File: config.mk
export PLATFORM = sky130hd
export DESIGN_NAME = palindrome_range_scanner
export DESIGN_NICKNAME = d
export VERILOG_FILES = /design/src/rtl/analyzer_pkg.sv /design/src/rtl/is_palindrome.sv /design/src/rtl/palindrome_range_scanner.sv
export SDC_FILE = /design/constraint.sdc
export NUM_CORES = 1
export LEC_CHECK = 0
export CELL_PAD_IN_SITES_DETAIL_PLACEMENT = 0
export CELL_PAD_IN_SITES_GLOBAL_PLACEMENT = 2
export CORE_MARGIN = 5
export CORE_UTILIZATION = 37
export DETAILED_ROUTE_END_ITERATION = 12
export PLACE_DENSITY = 0.93
export SKIP_LAST_GASP = 1
export SYNTH_ARGS = -nofsm -noshare
export SYNTH_HDL_FRONTEND = slang
export SYNTH_SLANG_ARGS = --single-unit
File: constraint.sdc
create_clock -name clk -period 4.6 [get_ports clk]
set_clock_uncertainty 0.1 [all_clocks]
set_input_delay 1.15 -clock clk [delete_from_list [all_inputs] [get_ports clk]]
set_output_delay 1.15 -clock clk [all_outputs]
set_load 0.01 [all_outputs]
File: src/rtl/analyzer_pkg.sv
// Shared definitions for the number-analyzer blocks.
//   W     : candidate width
//   CW    : counter width, one bit wider than W so a full 2^W range is countable
//   state_e : sequencer states used by palindrome_range_scanner
package analyzer_pkg;

  localparam int W  = 32;
  localparam int CW = W + 1;

  typedef enum logic [1:0] {
    IDLE  = 2'd0,
    SCAN  = 2'd1,
    DRAIN = 2'd2,
    DONE  = 2'd3
  } state_e;

endpackage : analyzer_pkg

File: src/rtl/is_palindrome.sv
// Combinational bit-palindrome checker.
// A value is a palindrome when bit i equals bit W-1-i for every i.
// Ports:
//   value_i : candidate word
//   pal_o   : 1 when value_i reads the same in both bit orders
module is_palindrome #(
  parameter int W = 32
) (
  input  logic [W-1:0] value_i,
  output logic         pal_o
);

  logic [W-1:0] rev;

  genvar gi;
  generate
    for (gi = 0; gi < W; gi++) begin : g_rev
      assign rev[gi] = value_i[W-1-gi];
    end
  endgenerate

  assign pal_o = (rev == value_i);

endmodule : is_palindrome

File: src/rtl/palindrome_range_scanner.sv
// Walks an inclusive range [lo, hi] through a single palindrome checker,
// one candidate per clock, counting palindromes and capturing the first.
// Ports:
//   clk, rst_n    : clock, asynchronous active-low reset
//   start_i       : request a scan (only looked at in IDLE)
//   abort_i       : stop a running scan (only looked at in SCAN/DRAIN)
//   lo_i, hi_i    : range bounds, captured when a start is accepted
//   busy_o        : high while in SCAN or DRAIN
//   done_o        : one-cycle pulse, scan finished normally
//   aborted_o     : one-cycle pulse, scan stopped by abort
//   err_o         : one-cycle pulse, start rejected (hi < lo)
//   pal_count_o   : palindromes counted so far / in range
//   found_any_o   : at least one palindrome seen
//   first_pal_o   : lowest palindrome seen, 0 if none
module palindrome_range_scanner
  import analyzer_pkg::*;
(
  input  logic          clk,
  input  logic          rst_n,
  input  logic          start_i,
  input  logic          abort_i,
  input  logic [W-1:0]  lo_i,
  input  logic [W-1:0]  hi_i,
  output logic          busy_o,
  output logic          done_o,
  output logic          aborted_o,
  output logic          err_o,
  output logic [CW-1:0] pal_count_o,
  output logic          found_any_o,
  output logic [W-1:0]  first_pal_o
);

  state_e        state_q;
  logic [W-1:0]  cand_q;
  logic [W-1:0]  cand_p_q;     // candidate that produced pal_q
  logic [W-1:0]  hi_q;
  logic          valid_q;
  logic          pal_q;
  logic          busy_q;
  logic          done_q;
  logic          aborted_q;
  logic          err_q;
  logic [CW-1:0] pal_count_q;
  logic          found_any_q;
  logic [W-1:0]  first_pal_q;

  logic          chk_pal;

  logic [CW-1:0] pal_count_d;
  logic          found_any_d;
  logic [W-1:0]  first_pal_d;

  is_palindrome #(.W(W)) u_chk (
    .value_i (cand_q),
    .pal_o   (chk_pal)
  );

  // Result accumulation for the verdict currently held in pal_q. Only used
  // on edges where the scan is not being aborted; an aborted edge discards
  // the in-flight verdict.
  always_comb begin
    pal_count_d = pal_count_q;
    found_any_d = found_any_q;
    first_pal_d = first_pal_q;
    if (valid_q && pal_q) begin
      pal_count_d = pal_count_q + CW'(1);
      if (!found_any_q) begin
        found_any_d = 1'b1;
        first_pal_d = cand_p_q;
      end
    end
  end

  always_ff @(posedge clk or negedge rst_n) begin
    if (!rst_n) begin
      state_q     <= IDLE;
      cand_q      <= '0;
      cand_p_q    <= '0;
      hi_q        <= '0;
      valid_q     <= 1'b0;
      pal_q       <= 1'b0;
      busy_q      <= 1'b0;
      done_q      <= 1'b0;
      aborted_q   <= 1'b0;
      err_q       <= 1'b0;
      pal_count_q <= '0;
      found_any_q <= 1'b0;
      first_pal_q <= '0;
    end else begin
      done_q    <= 1'b0;
      aborted_q <= 1'b0;
      err_q     <= 1'b0;

      unique case (state_q)
        IDLE: begin
          if (start_i) begin
            if (hi_i >= lo_i) begin
              cand_q      <= lo_i;
              hi_q        <= hi_i;
              pal_count_q <= '0;
              found_any_q <= 1'b0;
              first_pal_q <= '0;
              busy_q      <= 1'b1;
              state_q     <= SCAN;
            end else begin
              err_q <= 1'b1;
            end
          end
        end

        SCAN: begin
          if (abort_i) begin
            valid_q   <= 1'b0;
            busy_q    <= 1'b0;
            aborted_q <= 1'b1;
            state_q   <= IDLE;
          end else begin
            pal_count_q <= pal_count_d;
            found_any_q <= found_any_d;
            first_pal_q <= first_pal_d;
            pal_q       <= chk_pal;
            valid_q     <= 1'b1;
            cand_p_q    <= cand_q;
            // Stopping on equality (rather than incrementing past hi)
            // keeps cand from wrapping when hi is all ones.
            if (cand_q == hi_q) begin
              state_q <= DRAIN;
            end else begin
              cand_q <= cand_q + W'(1);
            end
          end
        end

        DRAIN: begin
          valid_q <= 1'b0;
          busy_q  <= 1'b0;
          if (abort_i) begin
            aborted_q <= 1'b1;
            state_q   <= IDLE;
          end else begin
            pal_count_q <= pal_count_d;
            found_any_q <= found_any_d;
            first_pal_q <= first_pal_d;
            done_q      <= 1'b1;
            state_q     <= DONE;
          end
        end

        DONE: begin
          state_q <= IDLE;
        end

        default: state_q <= IDLE;
      endcase
    end
  end

  assign busy_o      = busy_q;
  assign done_o      = done_q;
  assign aborted_o   = aborted_q;
  assign err_o       = err_q;
  assign pal_count_o = pal_count_q;
  assign found_any_o = found_any_q;
  assign first_pal_o = first_pal_q;

endmodule : palindrome_range_scanner

Yosys cells after proc, flatten, opt, wreduce, memory -nomap -nowiden

Cells that the tools add are included.

Flip-flop bits (word level): 170
Bits of input ports: 68
Output and inout bits: 70

Add/subtract/negate cells: 2
Magnitude comparators: 1
Eq/ne operators: 14
Muxes and demuxes: 39
Bitwise logic cells: 1
Reductions and logical operators: 14

Operator list:

| operator                                                        | count |
|---|---|
| 32-bit 2-to-1 mux                                               | 9 |
| 33-bit 2-to-1 mux                                               | 4 |
| 32-bit case mux with 2 select lines                             | 2 |
| 33-bit case mux with 2 select lines                             | 1 |
| 32-bit == test                                                  | 2 |
| 33-bit by 1-bit adder with 33-bit output, second input constant | 1 |
| 32-bit by 1-bit adder with 32-bit output, second input constant | 1 |
| 32-bit greater-or-equal comparator                              | 1 |
| 1-bit 2-to-1 mux                                                | 14 |
| 2-bit != test, second input constant                            | 7 |
| 2-bit 2-to-1 mux                                                | 5 |
| 5-bit AND reduction                                             | 2 |
| 2-bit case mux with 4 select lines                              | 1 |
| 3-bit AND reduction                                             | 2 |
| 6-bit AND reduction                                             | 1 |
| 2-bit nonzero test                                              | 3 |
| 2-bit == test, second input constant                            | 2 |
| 1-bit case mux with 2 select lines                              | 2 |
| 4-bit AND reduction                                             | 1 |
| 3-bit != test, second input constant                            | 1 |
| 1-bit case mux with 3 select lines                              | 1 |
| 3-bit nonzero test                                              | 1 |
| 2-bit by 1-bit == test with 1-bit output, second input constant | 1 |
| 2-bit logical NOT                                               | 1 |
| 5 further kinds                                                 | 5 |

Longest topological paths before layout

Depth in word-level cells: 4
Mapped depth: 11
Gate-level depth less buffers: 9

Hierarchy

From an unflattened synthesis, not the netlist that was laid out.

Cell total of the unflattened synthesis: 965
Area, all modules: 9598.0 µm²

Modules (own cells, without submodules):

| module                   | times used | cells each | area an instance (µm²) | sequential area each (µm²) |
|---|---|---|---|---|
| palindrome_range_scanner | 1          | 944        | 9420.3                 | 4254.1 |
| is_palindrome            | 1          | 21         | 177.7                  | 0.0 |

Least setup slack after synthesis

Ideal clock, no wire load.

Path kind: input to register
Start point: in hi_i[0]
End point: reg state_q[1]
Setup time: 0.125 ns
Arrival time: 3.341 ns
Required time: 4.375 ns
Setup slack: 1.035 ns
Cell stages on the path: 9
Cell sequence: inv_1 > ha_1 > nand2b_1 > a2111oi_0 > o311ai_1 > o311a_2 > o21ai_0 > nand2b_1 > mux2_2

Cells in the longest elaborated chain, start to end: 3

Ends and longest elaborated chain:

| element                              | RTL line                        | text |
|---|---|---|
| from (decl)                          | palindrome_range_scanner.sv:23  | `input logic [W-1:0] hi_i,` |
| 32-bit greater-or-equal comparator   | palindrome_range_scanner.sv:97  | `if (hi_i >= lo_i) begin` |
| 2-bit != test (no source line)       | --                              |  |
| 3-bit AND reduction (no source line) | --                              |  |
| to (signal assigned)                 | palindrome_range_scanner.sv:104 | `state_q <= SCAN;` |
| to (signal assigned)                 | palindrome_range_scanner.sv:116 | `state_q <= IDLE;` |
| to (signal assigned)                 | palindrome_range_scanner.sv:127 | `state_q <= DRAIN;` |
| to (decl)                            | palindrome_range_scanner.sv:33  | `state_e state_q;` |

No other way between the ends.
A chain may end at the register's enable or synchronous reset.

Worst setup path after layout

Start point: in lo_i[14]
End point: reg pal_count_q[11] (netlist: pal_count_o[11])

Cells in the longest elaborated chain, start to end: 3

Ends and longest elaborated chain:

| element                              | RTL line                        | text |
|---|---|---|
| from (decl)                          | palindrome_range_scanner.sv:22  | `input logic [W-1:0] lo_i,` |
| 32-bit greater-or-equal comparator   | palindrome_range_scanner.sv:97  |  |
| 2-bit != test (no source line)       | --                              |  |
| 5-bit AND reduction (no source line) | --                              |  |
| to (signal assigned)                 | palindrome_range_scanner.sv:118 | `pal_count_q <= pal_count_d;` |
| to (signal assigned)                 | palindrome_range_scanner.sv:141 | `pal_count_q <= pal_count_d;` |
| to (decl)                            | palindrome_range_scanner.sv:43  | `logic [CW-1:0] pal_count_q;` |

No other way between the ends.

==> flow_summary_export.csv <==
group,metric,value,unit
outcome,status,"finished, final reports clean",
cells_and_area,fin_nets,1240,
logic_synthesis,synth_top_cell_by_area,"dfrtp_1",
route,first_pass_iters,5,
worst_setup_path,end_kind,"flop",
route,vias,8034,
pwr,vdd_ir_drop_max,0.420,mV
clocking,cts_resized,0,
sta,min_period,4.03,ns
cells_and_area,final_layout_size_suffix_gt1_share,11.9,%
pwr,power_frac_comb,45.4,%
place,portBuffers,137,
hold_path,hp-class,"reg -> reg",
pwr,leakage,5.21,nW
worst_setup_path,crit_type,"in -> reg",
hold_path,hold_start,"cand_p_q[16]",
die,design.core.area,25200,µm²
route,drcViolationCount,0,
clocking,cts_tree,"done",
job,cap_violations,0,
die,die_h,170,µm
worst_setup_path,critPathArrivalTime,4.30,ns
pwr,clkPwrFrac,18.0,%
global_route,grt_pass1_wl,43500,µm
cells_and_area,diodes,0,
worst_setup_path,rr_startpoint,"pal_count_o[0]",
worst_setup_path,critPathSlowestCell,"clkdlybuf4s50_1",
sta,rsz0062_at_grt,"no",
sta,relSlewSlack,18.6,%
logic_synthesis,syn-cell-area,9480,µm²
global_route,gr-total-overflow,0,
die,dieArea,28900,µm²
logic_synthesis,syn-num-nets,1136,
clocking,clk_path_buf_depth,2,
sta,finalSetupTns,0,ns
sta,tightest_slew,1.22,ns
logic_synthesis,synth.area.top_cells,"dfrtp_1 (45%), nand2_1 (7.7%), ha_1 (5.3%), mux2_2 (4.0%), a21oi_1 (3.7%)",
route,drtIter0Drc,543,
clocking,cts_sinks,170,
clocking,clk_pin_slew,0.07,ns
logic_synthesis,synth.distinct_cells,55,
sta,slew_violations,0,
sta,finalCritPeriodShare,87.7,%
logic_synthesis,ys.flop_type,"dfrtp_1",
worst_setup_path,cp_slowest_stage_delay,0.50,ns
die,io_pins,138,
place,post-place-cells,1443,
cells_and_area,area_delta_synth_final,24.8,%
worst_setup_path,crit_buf_inv,4,
worst_setup_path,crit_chain,"clkdlybuf4s50_1, inv_1, ha_1, nand4_1, or3_1, o311ai_1, o311a_2, o211ai_4, buf_12, buf_12, or4b_1, nand3_1",
route,drt_wl_total,26900,µm
worst_setup_path,crit_start,"lo_i[14]",
logic_synthesis,yosysSeqAreaShare,44.9,%
logic_synthesis,ys_warn_count,0,
pwr,netSwitchingFraction,42.4,%
worst_setup_path,worstPathRequired,4.86,ns
route,wl_per_cell,18.3,µm
cells_and_area,multi_input_area,4760,µm²
logic_synthesis,synth-edff-count,0,
pwr,p_per_area,697,nW/µm²
global_route,antenna_found_initial,0,
clocking,cts_buffers,17,
place,dp_hpwl,19700,µm
place,gp_congestion,0.871,
logic_synthesis,ys_ff_latch,170,
sta,fmax,248,MHz
cells_and_area,layout_common_cells,"nand2_1 (195), dfrtp_1 (170), clkdlybuf4s50_1 (136)",
sta,hold_violations,0,
route,ant_nets,0,
cells_and_area,fin_cells,1475,
clocking,hold_buffers,0,
clocking,cts_setup_buffers,0,
pwr,pwr-share-seq,36.6,%
die,initial_core_util,37.7,%
worst_setup_path,worst_setup_path_start_kind,"input pin",
clocking,worstSkewPairLatency,0.43,ns
die,die_width,170,µm
global_route,grt_usage,18.8,%
logic_synthesis,synth_top_area_share,44.9,%
pwr,power.switching,3.50,mW
route,via_per_inst,5.45,
pwr,power.internal,4.75,mW
global_route,grt_max_degree,94,
logic_synthesis,syn_area_per_cell,9.22,µm²
cells_and_area,fillers,2405,
clocking,cts-htree-levels,4,
cells_and_area,layout_commonest_cell,"nand2_1",
worst_setup_path,cp_top_family,"simple AND/OR/NAND/NOR gates",
worst_setup_path,crit_path_frequent_cell,"buf_12",
cells_and_area,final-seq-area,4250,µm²
global_route,grt_pass1_vias,7879,
logic_synthesis,async_reset_ff_share,100,%
clocking,cts_root_buf,"clkbuf_16",
logic_synthesis,syn_inst,1028,
die,rows,58,
worst_setup_path,cp_max_fo,30,
sta,finalSetupViolations,0,
==> state kept, by name, summed over array words and instances (netlist names), 2 cells and up <==
signal and flops:
pal_count_o 33, cand_p_q 32, cand_q 32, first_pal_o 32, hi_q 32, state_q 2
==> Yosys cell counts, drive strengths merged, types with 16 or more instances <==
cell type  number
o21ai          42
clkbuf         55
nand3b         17
o21a           35
nand4          23
nand3          53
buf            21
o22ai          16
and3           17
dfrtp         170
a31o           31
mux2           34
a21oi          70
inv            42
xor2           40
ha             40
nor2           19
nand2         195
==> routing by layer <==
layer  up-vias  GRT usage (%)  share of wire, %
met3        32           3.41               5.8
met5         -              0                 0
met2       288           30.2                47
met4         0           4.79               1.8
met1      3853           26.4                46
li1       3861              -                 -
==> kinds of logic after synthesis <==
family,after synthesis,synth area share [%]
and+or+nand+nor,380,19.6
AOI/OAI and AO/OA,237,16.7
DFF,170,44.9
buffers and inverters,118,4.99
xor gates and xnor gates,47,4.34
adders and majority gates,40,5.28
muxes,36,4.25
==> metrics by stage <==
| step | utilization [%] | hold slack (ns) | cell area (µm²) | setup slack, ns | total power [mW] |
|---|---|---|---|---|---|
| after floorplan | - | 0.346 | 9480 | 1.03 | 5.30 |
| after global placement | 44.6 | 0.361 | 11200 | 0.133 | 6.71 |
| after detailed placement | 44.6 | 0.365 | 11200 | 0.121 | 6.78 |
| after CTS | 47.0 | 0.381 | 11800 | 0.561 | 8.28 |
| after global routing | 47.0 | 0.397 | 11800 | 0.398 | 8.87 |
| final | 47.0 | 0.378 | 11800 | 0.567 | 8.25 |
==> final cells by class <==
class	instances	area share, %
Timing Repair Buffer	161	13.9
Tap cell	330	3.49
Inverter	42	1.33
Sequential cell	170	36.0
Multi-Input combinational cell	740	40.3
Clock buffer	18	3.71
Clock inverter	14	1.36
==> worst paths after layout <==
path	endpoint	slack (ns)	cells past startpoint
max	pal_count_o[11]	0.57	12
min	cand_p_q[16]	0.38	2
max reg2reg	pal_count_o[32]	1.86	8
min reg2reg	cand_p_q[16]	0.38	2
max in group asynchronous	cand_q[20]	2.85	2
min in group asynchronous	pal_count_o[26]	0.68	1
==> power by group through the flow <==
stage | clock network, mW | registers [mW] | logic (mW)
floorplan | 0 | 2.71 | 2.59
CTS | 1.51 | 3.01 | 3.76
finish | 1.48 | 3.02 | 3.75
detailed placement | 0 | 3.04 | 3.74
global placement | 0 | 3.03 | 3.67
global route | 1.58 | 3.13 | 4.16
==> worst reg2reg max path, cell delays in order (launching register included) <==
cell and delay [ns]:
dfrtp_1 0.40, ha_1 0.24, and3_1 0.29, nand4_1 0.15
or4_1 0.59, nor3_2 0.21, nand3_1 0.13, or4b_1 0.48
nand3_1 0.09
(Power assumes the default switching activity.)
